$ cat src/rtl/round_scheduler_pkg.sv
// rtl/round_scheduler_pkg.sv - state encoding and default timing constants for round_scheduler
package round_scheduler_pkg;

  typedef enum logic [2:0] {
    S_IDLE     = 3'd0,
    S_LOAD     = 3'd1,
    S_RUN      = 3'd2,
    S_LEVEL_UP = 3'd3,
    S_DONE     = 3'd4
  } state_t;

  localparam logic [27:0] TIME_ON_INIT_DEF   = 28'd50_000_000;
  localparam logic [27:0] TIME_BTWN_INIT_DEF = 28'd25_000_000;
  localparam logic [27:0] TIME_STEP_DEF      = 28'd5_000_000;
  localparam logic [27:0] TIME_MIN_DEF       = 28'd5_000_000;
  localparam logic [5:0]  FLICKS_DEF         = 6'd10;
  localparam logic [2:0]  NUM_LEVELS_DEF     = 3'd5;

endpackage

$ cat src/rtl/round_scheduler_time_stepper.sv
// rtl/round_scheduler_time_stepper.sv - time_stepper: subtract a fixed step from a 28-bit time, flooring at a minimum
module time_stepper #(
  parameter logic [27:0] TIME_STEP = 28'd5_000_000,
  parameter logic [27:0] TIME_MIN  = 28'd5_000_000
) (
  input  logic [27:0] t,
  output logic [27:0] t_next
);

  // 29-bit threshold so MIN+STEP cannot wrap for large parameter values
  localparam logic [28:0] THRESH = {1'b0, TIME_MIN} + {1'b0, TIME_STEP};

  assign t_next = ({1'b0, t} >= THRESH) ? (t - TIME_STEP) : TIME_MIN;

endmodule

$ cat src/rtl/round_scheduler.sv
// rtl/round_scheduler.sv - whack-a-mole level sequencer driving light_controller timing
// Optional macro PAUSE_EN adds a pause input that freezes the RUN state.
module round_scheduler
  import round_scheduler_pkg::*;
#(
  parameter logic [27:0] TIME_ON_INIT     = TIME_ON_INIT_DEF,
  parameter logic [27:0] TIME_BTWN_INIT   = TIME_BTWN_INIT_DEF,
  parameter logic [27:0] TIME_STEP        = TIME_STEP_DEF,
  parameter logic [27:0] TIME_MIN         = TIME_MIN_DEF,
  parameter logic [5:0]  FLICKS_PER_LEVEL = FLICKS_DEF,
  parameter logic [2:0]  NUM_LEVELS       = NUM_LEVELS_DEF
) (
  input  logic        clk,
  input  logic        reset,
  input  logic        go,
  input  logic        hit,
  input  logic [5:0]  flick_count,
`ifdef PAUSE_EN
  input  logic        pause,
`endif
  output logic [27:0] time_on,
  output logic [27:0] time_between,
  output logic        start,
  output logic        load_seed,
  output logic [2:0]  level,
  output logic [7:0]  score,
  output logic        game_over
);

  state_t      state, state_d;
  logic [5:0]  snapshot;
  logic [5:0]  done_flicks;
  logic        last_level;
  logic        pause_in;
  logic        paused;
  logic [27:0] time_on_step, time_btwn_step;

`ifdef PAUSE_EN
  assign pause_in = pause;
`else
  assign pause_in = 1'b0;
`endif

  assign paused      = (state == S_RUN) && pause_in;
  // modular 6-bit subtract absorbs the light counter wrapping 63->0
  assign done_flicks = flick_count - snapshot;
  assign last_level  = (level == (NUM_LEVELS - 3'd1));

  time_stepper #(.TIME_STEP(TIME_STEP), .TIME_MIN(TIME_MIN)) u_step_on (
    .t      (time_on),
    .t_next (time_on_step)
  );

  time_stepper #(.TIME_STEP(TIME_STEP), .TIME_MIN(TIME_MIN)) u_step_btwn (
    .t      (time_between),
    .t_next (time_btwn_step)
  );

  always_comb begin
    state_d = state;
    case (state)
      S_IDLE, S_DONE: if (go) state_d = S_LOAD;
      S_LOAD:         state_d = S_RUN;
      S_RUN: begin
        if (!paused && (done_flicks == FLICKS_PER_LEVEL))
          state_d = last_level ? S_DONE : S_LEVEL_UP;
      end
      S_LEVEL_UP:     state_d = S_RUN;
      default:        state_d = S_IDLE;
    endcase
  end

  // Outputs derive from the next state so they change on the same edge as the state.
  always_ff @(posedge clk or posedge reset) begin
    if (reset) begin
      state        <= S_IDLE;
      time_on      <= TIME_ON_INIT;
      time_between <= TIME_BTWN_INIT;
      start        <= 1'b0;
      load_seed    <= 1'b0;
      level        <= 3'd0;
      score        <= 8'd0;
      game_over    <= 1'b0;
      snapshot     <= 6'd0;
    end else begin
      state     <= state_d;
      start     <= (state_d == S_RUN) && !pause_in;
      load_seed <= (state_d == S_LOAD);
      game_over <= (state_d == S_DONE);

      if (state == S_LOAD || state == S_LEVEL_UP)
        snapshot <= flick_count;

      if (state_d == S_LOAD) begin
        level        <= 3'd0;
        time_on      <= TIME_ON_INIT;
        time_between <= TIME_BTWN_INIT;
      end else if (state_d == S_LEVEL_UP) begin
        level        <= level + 3'd1;
        time_on      <= time_on_step;
        time_between <= time_btwn_step;
      end

      if (state_d == S_LOAD)
        score <= 8'd0;
      else if (hit && score != 8'hFF && ((state == S_RUN && !paused) || state == S_LEVEL_UP))
        score <= score + 8'd1;
    end
  end

endmodule

$ cat config.mk
export PLATFORM = sky130hd
export DESIGN_NAME = round_scheduler
export DESIGN_NICKNAME = d
export VERILOG_FILES = /design/src/rtl/round_scheduler_pkg.sv /design/src/rtl/round_scheduler_time_stepper.sv /design/src/rtl/round_scheduler.sv
export SDC_FILE = /design/constraint.sdc
export NUM_CORES = 1
export LEC_CHECK = 0
export BUFFER_PORTS_ARGS = -buffer_cell sky130_fd_sc_hd__buf_2
export CORE_UTILIZATION = 55
export CTS_BUF_LIST = sky130_fd_sc_hd__clkbuf_4 sky130_fd_sc_hd__clkbuf_8 sky130_fd_sc_hd__clkbuf_16
export DETAILED_ROUTE_END_ITERATION = 10
export PLACE_DENSITY_LB_ADDON = 0.3
export SLEW_MARGIN = 5
export SYNTH_ARGS = -nofsm -noshare
export SYNTH_HDL_FRONTEND = slang
export SYNTH_SLANG_ARGS = --single-unit
$ cat constraint.sdc
create_clock -name clk -period 2.75 [get_ports clk]
set_clock_uncertainty 0.1 [all_clocks]
set_input_delay 0.55 -clock clk [delete_from_list [all_inputs] [get_ports clk]]
set_output_delay 0.55 -clock clk [all_outputs]
set_load 0.03 [all_outputs]
==> summary by stage <==
Status
The flow ran to the end, and the final reports show no timing, DRC or antenna violations.

Synthesis
Yosys attributes the largest share of cell area to sky130_fd_sc_hd__dfrtp_1, sky130_fd_sc_hd__dfstp_2, sky130_fd_sc_hd__a21oi_1, sky130_fd_sc_hd__o21ai_0, sky130_fd_sc_hd__ha_1. The proportion of netlist area held by the largest area contributor is ~28%. The Yosys step of the flow raised 0 warnings.

After synthesis, flip-flops and latches occupy between 40% and 50% of the total area. The summed instance area of the synthesized netlist is a little under 4000 sq um. The number of library cell types mapped by synthesis is 64. The synthesized area per cell is between 9 and 10 sq um. Ranked by instance count, the synthesized netlist is headed by sky130_fd_sc_hd__a21oi_1, sky130_fd_sc_hd__dfrtp_1, sky130_fd_sc_hd__nand2_1.

The cell count after synthesis is roughly 430. For this run, the leading register cell type out of synthesis is sky130_fd_sc_hd__dfrtp_1. The number of enable-type register cells in the synthesized netlist is 0. Counting flops and latches in the post-synthesis netlist gives 67.

Of all flip-flops after synthesis, the portion carrying an async set or reset was 100%. The cell taking the most area after synthesis is sky130_fd_sc_hd__dfrtp_1.

Global route
The global routing usage on met3 is roughly 4.3%. The layer with the highest usage after global routing is met2. Across every metal layer, demand over resource in global routing totals 29.3%. Entering global routing, the biggest net connects 34 pins.

The global-route wire length before repair is 17,000 um. In the global route stage, met1 resource usage came out at 39.9%. The number of antenna violations at the first check in global routing is 0. The remaining global-route overflow is 0. The number of global-route vias before repair is ~3,500. The met2 track utilization from global routing is a little under half.

STA
At the pin with the least slew margin, the transition time is 649 ps. Setup slack closes at between 150 and 200 ps. Setup violations remaining at the end of the flow were counted as 0. The final count of hold timing violations is 0. Setup repair after global routing left no endpoint under its margin.

Derived from the worst setup path, the maximum achievable clock frequency is between 300 and 400 MHz. Dividing the final minimum period by the clock period gives around 94%. The final-report max-slew violation count is 0.

The worst-case headroom to the max-slew limit is about 56%. The aggregate negative setup slack is 0 ps. The routed design could run at a clock period as short as 2580 ps.

CTS
The clock net sink count is 67. The hold buffer count at CTS is 0. The CTS clock-pin slew for the worst setup and hold paths is approximately 80 ps. The clock tree from TritonCTS is built. The post-CTS setup-driven buffer insertion count is 0. The maximum clock insertion buffer count is 2. The number of instances resized during post-cts repair is 0.

The source-to-sink clock delay at the later pin of the worst-skew pair is 350 ps. The number of levels the H-tree was split into is 3. Clock tree synthesis inserted a total of 9 buffers. The library cell used as clock root buffer is sky130_fd_sc_hd__clkbuf_8.

Placed design
The placement-stage cell area is approximately 4500 sq um. The total of buffers placed on input and output ports is 67. Timing analysis after detailed placement gives a worst setup slack of -92.2 ps. After detailed placement, the design holds a cell count of ~600.

The placer congestion estimate is 1.00. The estimated wirelength of the detail-placed design is about 7100 um.

Routing
The first detailed-routing pass ran for 6 iterations. The number of nets still failing antenna checks after routing is 0. After detailed routing, the average wire length per cell comes to roughly 16 um. After detailed routing, the number of vias per cell comes to slightly above 6. The iteration-0 DRC count of the detailed router is 308.

The overall via count from detail_route is 3,765. In the routed design, unresolved DRC markers number 0. Wires add up to ~10,000 um.

Power and ir drop
The net switching power is 2.91 mW. For this design the static power due to leakage is about 2.2 nW. The power density over the cells is 1290 nW/um^2. The relative contribution of combinational cells to total power is roughly half. The fraction of power spent switching nets is between 40% and 50%.

Internal power comes to between 3 and 4 mW. The worst-case IR drop observed on VDD is 841 uV. The share of total power in the clock network is around 17%. Of the total power, registers draw 34.9%.

Critical path
In this design, the critical path's most frequently occurring cell is sky130_fd_sc_hd__buf_4. In this run the worst path has a maximum fanout of 8. The cell class contributing the biggest share of worst-path delay is simple AND/OR/NAND/NOR gates. Together, buffers and inverters on the worst path number 3. Traced cell by cell, the critical path runs through inv_1, ha_1, xnor2_1, o31a_1, or4_4, buf_4, nor2_2, buf_4, a21oi_1, o21ai_0. STA puts the critical path data required time at 2920 ps. The library cell contributing the largest single delay on the critical path is sky130_fd_sc_hd__or4_4. The longest individual stage delay on the worst path is roughly 560 ps.

The endpoint type of the worst setup path is a flip-flop. The worst setup path is launched from a flip-flop. The category of the critical setup timing path is flip-flop to flip-flop. The data arrival time of the critical path is around 2800 ps.

Floorplan
After floorplanning, the core was sized to cover between 6000 and 7000 sq um. Measured along the x axis, the die boundary spans between 80 and 90 um. The number of placed I/O pins is 80. The die covers 7420 sq um. Row generation in the floorplan step produced 30 rows. The starting density of the core is around 57%.

Measured along the y axis, the die boundary spans 86.1 um.

Finish
The repair_antennas step left the layout with diodes totalling 0. The signed area change from the synthesized netlist to the final layout is 21.3%. The fill cell instance count of the final layout is ~560.

The final layout contains ~550 nets. The area of all placed cells without fillers is about 4700 sq um. After the flow finishes, the layout carries non-filler instances totaling between 600 and 700. The post-route netlist has a little over a quarter of its cells at a drive strength greater than 1.

Min path
The min-delay analysis places its worst path in the category input pin to asynchronous set/reset pin.

Run
Max-cap violations in this run came to 0.
==> cells in the final DEF, fill, tap and decap left out, types with 5 or more instances in the layout <==
master,instances
sky130_fd_sc_hd__nor3_1,10
sky130_fd_sc_hd__ha_1,12
sky130_fd_sc_hd__o211ai_1,5
sky130_fd_sc_hd__dfstp_2,24
sky130_fd_sc_hd__xor2_1,5
sky130_fd_sc_hd__o21ai_0,35
sky130_fd_sc_hd__inv_1,21
sky130_fd_sc_hd__nor2_1,36
sky130_fd_sc_hd__xnor2_1,8
sky130_fd_sc_hd__buf_4,26
sky130_fd_sc_hd__o31ai_1,5
sky130_fd_sc_hd__clkbuf_8,9
sky130_fd_sc_hd__a31oi_1,9
sky130_fd_sc_hd__nand4_1,6
sky130_fd_sc_hd__nand3_1,8
sky130_fd_sc_hd__nand2b_1,6
sky130_fd_sc_hd__a21oi_1,43
sky130_fd_sc_hd__nand2_1,40
sky130_fd_sc_hd__a211oi_1,5
sky130_fd_sc_hd__or3_1,7
sky130_fd_sc_hd__dfrtp_1,43
sky130_fd_sc_hd__conb_1,12
sky130_fd_sc_hd__buf_2,67
sky130_fd_sc_hd__a21o_1,6
==> layout make-up <==
cell class                      count  area, sq um  share of cell area (%)
Inverter                           22         82.6                    1.75
Clock inverter                      7          124                    2.62
Multi-Input combinational cell    329         2010                    42.6
Tap cell                           96          120                    2.54
Timing Repair Buffer               94          551                    11.7
Sequential cell                    67         1710                    36.2
Clock buffer                        9          124                    2.62
==> sequential cells by signal, indices dropped and copies added, names as in the netlist <==
name          count
time_between     22
start             1
game_over         1
snapshot          6
score             8
time_on          22
level             3
load_seed         1
state             3
==> worst reg2reg max path, delay by kind of cell, from the launching register on <==
family	cells	cell delay [ps]
buffers and inverters	3	420
AO/OA/AOI/OAI	3	510
flip-flops	1	370
AND/OR/NAND/NOR	2	700
adder cells (fa/ha/maj)	1	240
XOR/XNOR	1	160
==> power groups by stage <==
stage / Sequential, mW / Clock, mW / Combinational (mW)
after floorplan: 2.68 / 0 / 1.40
after global placement: 2.08 / 0 / 2.81
after detailed placement: 2.10 / 0 / 2.88
after CTS: 2.09 / 1.04 / 2.91
after global routing: 2.18 / 1.08 / 3.18
final: 2.12 / 1.02 / 2.93
==> kinds of logic after synthesis <==
| kind of cell | share of synthesized area, % |
|---|---|
| multiplexers | 0.514 |
| AO/OA/AOI/OAI | 26.0 |
| buffers and inverters | 5.66 |
| adder cells (fa/ha/maj) | 3.86 |
| flip-flops | 43.8 |
| AND/OR/NAND/NOR | 17.1 |
| XOR/XNOR | 2.93 |
| other | 0.0963 |
==> through the flow <==
stage	hold slack, ps	total power [mW]	util (%)
3_5_place_dp	380	4.98	65.5
2_1_floorplan	351	4.09	-
4_1_cts	110	6.04	69.1
5_1_grt	130	6.45	69.1
6_report	100	6.07	69.1
3_3_place_gp	372	4.89	65.5
==> per-layer routing <==
metal	share of wire (%)	vias to the layer above	routed length (um)
met1	42	1777	4300
li1	-	1752	-
met4	2.2	0	222
met2	47	210	4810
met3	8.1	26	824
met5	0	-	0
==> worst paths after layout <==
| kind | start | endpoint | slack, ps | cells after the start |
|---|---|---|---|---|
| hold reg to reg | snapshot[0] | snapshot[0] | 390 | 2 |
| max in group asynchronous | reset | time_between[19] | 1810 | 3 |
| setup reg to reg | snapshot[3] | time_between[12] | 170 | 10 |
| min in group clk | flick_count[1] | snapshot[1] | 320 | 3 |
| hold / removal | reset | score[2] | 100 | 2 |
| setup / recovery | snapshot[3] | time_between[12] | 170 | 10 |
(Power assumes the default switching activity.)
